==> src/rtl/display_pkg.sv <==
// rtl/display_pkg.sv - shared constants, types and width helper for the display scan controller
package display_pkg;

    localparam int MAX_DIGITS = 8;

    typedef logic [3:0] nibble_t;

    // Bits needed to hold 0..value-1; never less than 1 so single-value counters still get a bit.
    function automatic int clog2(input int value);
        int w;
        w = 1;
        while ((1 << w) < value) begin
            w = w + 1;
        end
        return w;
    endfunction

endpackage

==> src/rtl/display_slot_timer.sv <==
// rtl/display_slot_timer.sv - slot counter and digit index for the display scan
//
// Ports:
//   clk, rst_n   clock, asynchronous active-low reset
//   slot_wrap    current cycle is the last cycle of a slot
//   frame_wrap   current cycle is the last cycle of the last digit's slot
//   in_blank     the upcoming cycle falls in the blanking part of its slot
//   idx          digit index of the current slot
module display_slot_timer
    import display_pkg::*;
#(
    parameter int DIGITS       = 4,
    parameter int PRESCALE     = 50000,
    parameter int BLANK_CYCLES = 2
) (
    input  logic                      clk,
    input  logic                      rst_n,
    output logic                      slot_wrap,
    output logic                      frame_wrap,
    output logic                      in_blank,
    output logic [clog2(DIGITS)-1:0]  idx
);

    localparam int CW = clog2(PRESCALE);
    localparam int IW = clog2(DIGITS);

    logic [CW-1:0] cnt;
    logic [CW-1:0] cnt_nxt;
    logic [IW-1:0] idx_nxt;

    assign slot_wrap  = (cnt == CW'(PRESCALE - 1));
    assign frame_wrap = slot_wrap && (idx == IW'(DIGITS - 1));

    always_comb begin
        cnt_nxt = slot_wrap ? '0 : cnt + 1'b1;
        idx_nxt = idx;
        if (frame_wrap) begin
            idx_nxt = '0;
        end else if (slot_wrap) begin
            idx_nxt = idx + 1'b1;
        end
    end

    // Looks one cycle ahead so the registered digit enables line up with cnt.
    assign in_blank = (int'(cnt_nxt) < BLANK_CYCLES);

    always_ff @(posedge clk or negedge rst_n) begin
        if (!rst_n) begin
            cnt <= '0;
            idx <= '0;
        end else begin
            cnt <= cnt_nxt;
            idx <= idx_nxt;
        end
    end

endmodule

==> src/rtl/display_scan_controller.sv <==
// rtl/display_scan_controller.sv - multiplexed scan controller for a common-anode 7-segment display
//
// Optional feature macro: LEADING_ZERO_BLANK_EN (suppress leading zero digits).
// Ports:
//   clk, rst_n     clock, asynchronous active-low reset
//   load_i         strobe: capture value_i/dp_i into the shadow register
//   value_i        4 bits per digit, digit 0 in bits [3:0]
//   dp_i           decimal-point request per digit
//   nibble_o       value of the digit in the current slot
//   dp_o           decimal point of the digit in the current slot
//   digit_en_n_o   active-low digit enables, at most one low
//   frame_o        one-cycle pulse at each frame start
//   pending_o      shadow holds a value not yet displayed
module display_scan_controller
    import display_pkg::*;
#(
    parameter int DIGITS       = 4,
    parameter int PRESCALE     = 50000,
    parameter int BLANK_CYCLES = 2
) (
    input  logic                  clk,
    input  logic                  rst_n,
    input  logic                  load_i,
    input  logic [4*DIGITS-1:0]   value_i,
    input  logic [DIGITS-1:0]     dp_i,
    output logic [3:0]            nibble_o,
    output logic                  dp_o,
    output logic [DIGITS-1:0]     digit_en_n_o,
    output logic                  frame_o,
    output logic                  pending_o
);

    localparam int IW = clog2(DIGITS);

    logic          slot_wrap;
    logic          frame_wrap;
    logic          in_blank;
    logic [IW-1:0] idx;
    logic [IW-1:0] idx_next;

    logic [4*DIGITS-1:0] shadow_val;
    logic [DIGITS-1:0]   shadow_dp;
    logic [4*DIGITS-1:0] active_val;
    logic [DIGITS-1:0]   active_dp;
    logic [4*DIGITS-1:0] active_val_nxt;
    logic [DIGITS-1:0]   active_dp_nxt;
    logic [DIGITS-1:0]   suppress;
    logic [DIGITS-1:0]   en_n_nxt;
    nibble_t             nibble_nxt;

    display_slot_timer #(
        .DIGITS       (DIGITS),
        .PRESCALE     (PRESCALE),
        .BLANK_CYCLES (BLANK_CYCLES)
    ) u_timer (
        .clk        (clk),
        .rst_n      (rst_n),
        .slot_wrap  (slot_wrap),
        .frame_wrap (frame_wrap),
        .in_blank   (in_blank),
        .idx        (idx)
    );

    // Outputs are registered from next-cycle state so they stay aligned with the slot counter.
    always_comb begin
        idx_next = idx;
        if (frame_wrap) begin
            idx_next = '0;
        end else if (slot_wrap) begin
            idx_next = idx + 1'b1;
        end
    end

    // Boundary transfer uses the shadow as it stood before any same-cycle load.
    always_comb begin
        active_val_nxt = active_val;
        active_dp_nxt  = active_dp;
        if (frame_wrap && pending_o) begin
            active_val_nxt = shadow_val;
            active_dp_nxt  = shadow_dp;
        end
    end

`ifdef LEADING_ZERO_BLANK_EN
    // Walk down from the top digit; suppression stops at the first nonzero digit or dp request.
    logic zero_run;
    always_comb begin
        suppress = '0;
        zero_run = 1'b1;
        for (int i = DIGITS - 1; i > 0; i--) begin
            zero_run    = zero_run && (active_val_nxt[4*i +: 4] == 4'h0) && !active_dp_nxt[i];
            suppress[i] = zero_run;
        end
    end
`else
    assign suppress = '0;
`endif

    always_comb begin
        nibble_nxt = active_val_nxt[4*idx_next +: 4];
        en_n_nxt   = '1;
        if (!in_blank && !suppress[idx_next]) begin
            en_n_nxt[idx_next] = 1'b0;
        end
    end

    always_ff @(posedge clk or negedge rst_n) begin
        if (!rst_n) begin
            shadow_val   <= '0;
            shadow_dp    <= '0;
            active_val   <= '0;
            active_dp    <= '0;
            pending_o    <= 1'b0;
            nibble_o     <= '0;
            dp_o         <= 1'b0;
            digit_en_n_o <= '1;
            frame_o      <= 1'b0;
        end else begin
            if (load_i) begin
                shadow_val <= value_i;
                shadow_dp  <= dp_i;
            end
            if (load_i) begin
                pending_o <= 1'b1;
            end else if (frame_wrap) begin
                pending_o <= 1'b0;
            end
            active_val   <= active_val_nxt;
            active_dp    <= active_dp_nxt;
            nibble_o     <= nibble_nxt;
            dp_o         <= active_dp_nxt[idx_next];
            digit_en_n_o <= en_n_nxt;
            frame_o      <= frame_wrap;
        end
    end

endmodule

==> config.mk <==
export PLATFORM = sky130hd
export DESIGN_NAME = display_scan_controller
export DESIGN_NICKNAME = d
export VERILOG_FILES = /design/src/rtl/display_pkg.sv /design/src/rtl/display_slot_timer.sv /design/src/rtl/display_scan_controller.sv
export SDC_FILE = /design/constraint.sdc
export NUM_CORES = 1
export LEC_CHECK = 0
export CORE_MARGIN = 4
export CORE_UTILIZATION = 56
export CTS_CLUSTER_DIAMETER = 60
export DETAILED_ROUTE_END_ITERATION = 7
export GPL_ROUTABILITY_DRIVEN = 0
export MAX_ROUTING_LAYER = met4
export PLACE_DENSITY = 0.79
export SLEW_MARGIN = 10
export SYNTH_ARGS = -nofsm -noshare
export SYNTH_HDL_FRONTEND = slang
export SYNTH_SLANG_ARGS = --single-unit
==> constraint.sdc <==
create_clock -name clk -period 2.5 [get_ports clk]
set_input_delay 0.75 -clock clk [delete_from_list [all_inputs] [get_ports clk]]
set_output_delay 0.75 -clock clk [all_outputs]
set_load 0.02 [all_outputs]
=== After elaboration in Yosys (flattened, before gate mapping) ===
Cells that the tools add are included.
W data, S select, Z words.

* Flip-flop bits (word level): 69
* Bits in latches: 0
* Memory bits (writable): 0
* Bits in read-only memories: 0
* Bits of input ports: 23
* Output and inout bits: 11
* Word-level logic and storage cells: 41
* Memories: 0

* $add $sub $neg: 2
* Multiply operators: 0
* Divide/modulo/power cells: 0
* $lt $le $gt $ge: 3
* Equality and inequality tests: 2
* Shift-type cells: 1
* Muxes and demuxes: 14
* Bitwise operators: 1
* Reduce and logical (&&, ||, !) cells: 7

{| class="wikitable"
|+ Operators by type and width
! cell !! count
|-
| $mux W16 || 2
|-
| $add A16 B1 Y16 const B || 1
|-
| $eq A16 B16 Y1 const B || 1
|-
| $lt A16 B2 Y1 const B || 1
|-
| $shiftx A16 B5 Y4 || 1
|-
| $mux W4 || 2
|-
| $mux W1 || 5
|-
| $bmux W1 S2 || 2
|-
| $logic_and A1 B1 Y1 || 4
|-
| $mux W2 || 2
|-
| $not A4 Y4 || 1
|-
| $lt A2 B3 Y1 const B || 1
|-
| $add A2 B1 Y2 const B || 1
|-
| $demux W1 S2 || 1
|-
| $eq A2 B2 Y1 const B || 1
|-
| $ge A2 B1 Y1 const B || 1
|-
| $logic_not A1 Y1 || 2
|-
| $reduce_bool A2 Y1 || 1
|}

=== Logic depth before layout (Yosys ltp) ===
Gate-level depths: netlist of run 1.

* Word-level depth: 9
* Depth in mapped cells: 8
* Gate-level depth less buffers: 7

=== Hierarchy ===
Synthesis of run 1 repeated with hierarchy kept, for this count alone.

* Cell total of the unflattened synthesis: 244
* Area total of the unflattened synthesis: 3089.2 µm²

{| class="wikitable"
|+ Modules (own cells, without submodules)
! module !! instances !! cells an instance !! area each (µm²) !! sequential area each (µm²)
|-
| display_scan_controller || 1 || 152 || 2115.8 || 1281.2
|-
| display_slot_timer || 1 || 92 || 973.4 || 450.4
|}

=== Worst setup path after synthesis of run 1 ===
No wires, ideal clock.

* Kind: register to register
* Start: register u_timer.cnt[0]
* End: register digit_en_n_o[2]
* Library setup time: 66 ps
* Arrival time: 2149 ps
* Data required time: 2434 ps
* Path slack: 285 ps
* Stages on the path, launching flop included: 8
* Buffers on the path: 0
* Period minus slack after synthesis: 2215 ps
* Cells stage by stage: dfrtp_1 ha_1 nand2_4 o21a_1 or4_1 a211o_1 a2111o_1 nand3_1

* Longest elaborated chain between the ends: 9
* Elaborated cells on any way between the ends: 19
* Classes of those cells: 1 x add/sub; 3 x order compare; 1 x eq/ne; 8 x mux; 1 x bitwise; 5 x reduce/logical

{| class="wikitable"
|+ RTL lines
! what !! RTL line !! source
|-
| start: declaration || display_slot_timer.sv:27 || <nowiki>logic [CW-1:0] cnt;</nowiki>
|-
| start signal: assignment || display_slot_timer.sv:52 || <nowiki>cnt <= cnt_nxt;</nowiki>
|-
| branches (longest 8 deep; another with $add A16 B1 Y16) || -- ||
|-
| $mux W4 (*) || display_scan_controller.sv:102 || <nowiki>if (!in_blank && !suppress[idx_next]) begin</nowiki>
|-
| net en_n_nxt[2] || display_scan_controller.sv:48 || <nowiki>logic [DIGITS-1:0] en_n_nxt;</nowiki>
|-
| end signal: assignment || display_scan_controller.sv:132 || <nowiki>digit_en_n_o <= en_n_nxt;</nowiki>
|-
| end: declaration || display_scan_controller.sv:28 || <nowiki>output logic [DIGITS-1:0] digit_en_n_o,</nowiki>
|}

Mark *: on every way through the listed nets, which the timed path passes. The select of a mux whose other input is x is not followed.
A chain may end at the register's enable or synchronous reset.

=== Worst setup path in the final report of run 1 ===
* Start: register u_timer.cnt[0]
* End: register digit_en_n_o[3]

Same word-level chain as after synthesis.

==> results_tabular.tex, run 1 <==
\begin{tabular}{lr}
\hline
Metric & Value \\
\hline
\multicolumn{2}{l}{\textbf{Yosys}} \\
Syn nets & 250 \\
Number of synthesized flops with an enable pin & 0 \\
Seq cells post-synth & 69 \\
Netlist area before placement & 3070 um\^{}2 \\
Fraction of registers with async set or reset after synthesis & 1.00 \\
Number of distinct library cells after synthesis & 46 \\
Fraction of the yosys area taken by sequential cells & 0.564 \\
Most frequently used flop master after synthesis & dfrtp\_1 \\
Number of instances in the synthesized netlist & 225 \\
Share of the synthesized area in the top cell type & 0.530 \\
Leading post-synthesis cells by cell area & dfrtp\_1 53\%, mux2\_2 15\%, mux2i\_1 4.9\% \\
Average instance area after synthesis & 13.6 um\^{}2 \\
Cell type with the highest aggregate area in the netlist & dfrtp\_1 \\
Number of warnings reported in the yosys synthesis log & 0 \\
\multicolumn{2}{l}{\textbf{Setup path}} \\
Worst endpoint data arrival time & between 2000 and 3000 ps \\
Type of origin of the critical path & flip-flop \\
Maximum fanout count along the critical path & 8 \\
Reg2Reg Launch Point & u\_timer.cnt[0] \\
Type of the setup path with the least slack & flip-flop to flip-flop \\
Kind of end point of the critical path & flip-flop \\
Worst setup startpoint & u\_timer.cnt[0] \\
Required arrival time at the worst endpoint & 2780 ps \\
\multicolumn{2}{l}{\textbf{Placement}} \\
Half-perimeter wire length after detailed placement & 4040 um \\
Placed Instance Area & 3460 um\^{}2 \\
Count of port buffers added during placement & 33 \\
DP Cell Count & 324 \\
\multicolumn{2}{l}{\textbf{Power and ir drop}} \\
Leak & about 1.7 nW \\
Total power per unit cell area & approximately 600 nW/um\^{}2 \\
Worst ir drop on vdd & 0.488 mV \\
\multicolumn{2}{l}{\textbf{STA}} \\
Setup skew after layout & 5.17 ps \\
Transition time of the tightest slew-check pin & 579 ps \\
Max-slew violation total from the final report & 0 \\
Unrepaired setup endpoints after global routing & false \\
Max-slew headroom & 0.614 \\
Time the final worst path needs with I/O delays and setup & roughly 2300 ps \\
Final cycle utilization of the critical path & 0.930 \\
Hold violation total from the final report & 0 \\
Worst hold slack & $\sim$410 ps \\
Aggregate negative setup slack & 0 ps \\
Setup Viol. Count Final & 0 \\
Peak clock frequency supported by timing & 0.430 GHz \\
\multicolumn{2}{l}{\textbf{Detailed routing}} \\
Starting DRT DRC Count & between 80 and 90 \\
Routed len/inst & 16.8 um \\
Number of routed nets with antenna violations & 0 \\
Via-per-instance ratio & 5.47 \\
\# DRC & 0 \\
Wirelength, routed & approximately 5700 um \\
First-pass detailed-route iteration total & 4 \\
Count of vias placed by the detailed router & 1859 \\
\multicolumn{2}{l}{\textbf{Run status}} \\
Status & finished clean \\
\multicolumn{2}{l}{\textbf{Global route}} \\
Number of global-route vias before repair & 1914 \\
Initial antenna violation count & 0 \\
Global-route track usage on met1 & 0.237 \\
Most crowded layer after global routing & met2 \\
M3 GR Usage & 0.0406 \\
Overall routing resource usage & 0.196 \\
Met2 GRT Util & 0.297 \\
Wire length of the first global-routing pass & 9180 um \\
Gr ovfl total & 0 \\
Largest net degree at the start of global routing & 48 \\
\multicolumn{2}{l}{\textbf{Floorplanning}} \\
Initial Util & 0.589 \\
Die outline area & $\sim$6700 um\^{}2 \\
Vertical die dimension & 82.0 um \\
Number of cell rows & 26 \\
Floorplan die width & 82.0 um \\
\# IOs & 34 \\
Core region area & 5200 um\^{}2 \\
\multicolumn{2}{l}{\textbf{Finish}} \\
Fin nets & 290 \\
Final std cells w/o fill & 340 \\
Cell area after layout & 3660 um\^{}2 \\
ANT cells & 0 \\
Fraction of final layout cells with drive strength greater than 1 & 0.293 \\
Synth-to-Final Area Change & 19.3\% \\
\multicolumn{2}{l}{\textbf{Clocking}} \\
Clock-pin slew of the registers on the worst-case setup and hold paths & 70 ps \\
Number of buffers created by CTS & 9 \\
Htree depth & 3 \\
Buffer count from post-CTS setup fixing & 0 \\
Buffer cell driving the clock tree root & clkbuf\_8 \\
CTS tree & done \\
Longest Clk Path Bufs & 2 \\
Source-to-sink clock delay at the later pin of the worst-skew pair & 340 ps \\
Count of clock tree sinks & 69 \\
\multicolumn{2}{l}{\textbf{Run}} \\
Max-Cap Viols & 0 \\
\multicolumn{2}{l}{\textbf{Hold path}} \\
Hold WC Path Type & input port to async pin \\
\hline
\end{tabular}
-- Yosys cell counts (2+ instances only) --
master    count
mux2i_1      15
nand3_1      10
nor3_1        4
buf_2         2
xnor2_1       6
and4bb_1      2
o21a_1        2
nand2_1       5
clkbuf_1      2
mux2_2       40
nor2_1       12
nand4_1       3
dfstp_2       4
mux2i_2       2
xor2_1        9
buf_4         2
ha_1          2
nor4_1        2
dfrtp_1      65
buf_6         5
inv_1         5
a31oi_1       2
-- cell type report --
cell class	count	area, um^2
sequential	69	1730
fill	392	1550
multi-input combinational	138	1210
timing repair buffer	41	410
clock buffer	12	145
tap	70	87.6
clock inverter	4	47.5
inverter	6	27.5
-- placed cells by master (no fill, tap or decap), types with 2 or more instances in the layout --
cell | synthesis | layout
a31oi_1 | 2 | 2
and4bb_1 | 2 | 2
buf_12 | 0 | 2
buf_4 | 2 | 6
clkbuf_1 | 2 | 2
clkbuf_8 | 0 | 10
clkdlybuf4s50_1 | 0 | 32
clkinv_2 | 0 | 2
dfrtp_1 | 65 | 65
dfstp_2 | 4 | 4
inv_1 | 5 | 5
mux2_2 | 40 | 40
mux2i_1 | 15 | 15
mux2i_2 | 2 | 2
nand2_1 | 5 | 5
nand3_1 | 10 | 10
nand4_1 | 3 | 3
nor2_1 | 12 | 12
nor3_1 | 4 | 4
nor4_1 | 2 | 2
o21a_1 | 2 | 2
xnor2_1 | 6 | 6
xor2_1 | 9 | 9
-- critical path, stage by stage (launching register included) --
cell,delay (ps)
dfrtp_1,410
ha_2,260
nand2_4,90
o21a_1,190
or4_1,500
a211o_1,230
a2111o_1,460
nand3_1,110
-- path summary, 6_finish.rpt --
path,to,slack [ps],cells past startpoint
worst max register to register,digit_en_n_o[3],180,7
worst max-delay path,digit_en_n_o[3],180,7
min in group clk,active_val[13],500,1
worst min register to register,active_val[13],500,1
max in group asynchronous,shadow_val[14],1470,2
worst min-delay path,nibble_o[2],410,1
-- report_power, final --
part / internal [W] / switching (W) / leakage (nW)
logic: 0.0000618 / 0.0000401 / 0.710
registers: 0.00115 / 0.0000173 / 0.885
clock network: 0.000485 / 0.000402 / 0.0964
-- cell families (layout without fill, tap and decap cells) --
kind of cell             after synthesis  in the layout  share of synthesized area
XOR/XNOR                              15             15                     0.0428
adder cells (fa/ha/maj)                2              2                    0.00816
buffers and inverters                 18             63                     0.0420
AND/OR/NAND/NOR                       51             51                      0.104
AO/OA/AOI/OAI                         13             13                     0.0343
multiplexers                          57             57                      0.205
flip-flops                            69             69                      0.564
-- metal layers --
metal | part of all wire | up-vias
li1 | - | 882
met1 | 0.45 | 925
met2 | 0.49 | 38
met3 | 0.034 | 14
met4 | 0.030 | 0
met5 | 0 | -
-- sequential cells by signal (all words and copies together) (netlist names) --
name	cells
active_dp	4
active_val	16
digit_en_n_o	4
dp_o	1
frame_o	1
nibble_o	4
pending_o	1
shadow_dp	4
shadow_val	16
u_timer.cnt	16
u_timer.idx	2
-- timing repair --
item | 4_1_cts | 5_1_grt
resized for setup | 0 | 1
setup endpoints to repair | 0 | 3
hold buffers | 0 | 0
-- per-stage QoR --
stage               power (W)  setup WS (ps)   util
finish                0.00216            176  0.703
global route          0.00224           29.3  0.703
CTS                   0.00218            125  0.703
detailed placement    0.00129            152  0.666
global placement      0.00129            212  0.666
floorplan             0.00122            285      -
Note: power is estimated with default switching activity, not from simulation.
==> run 2: changes to the inputs <==
CTS_CLUSTER_SIZE = 24   (was not set)
==> results of run 2 <==
The final DEF is identical to that of run 1; final timing and power are the same.
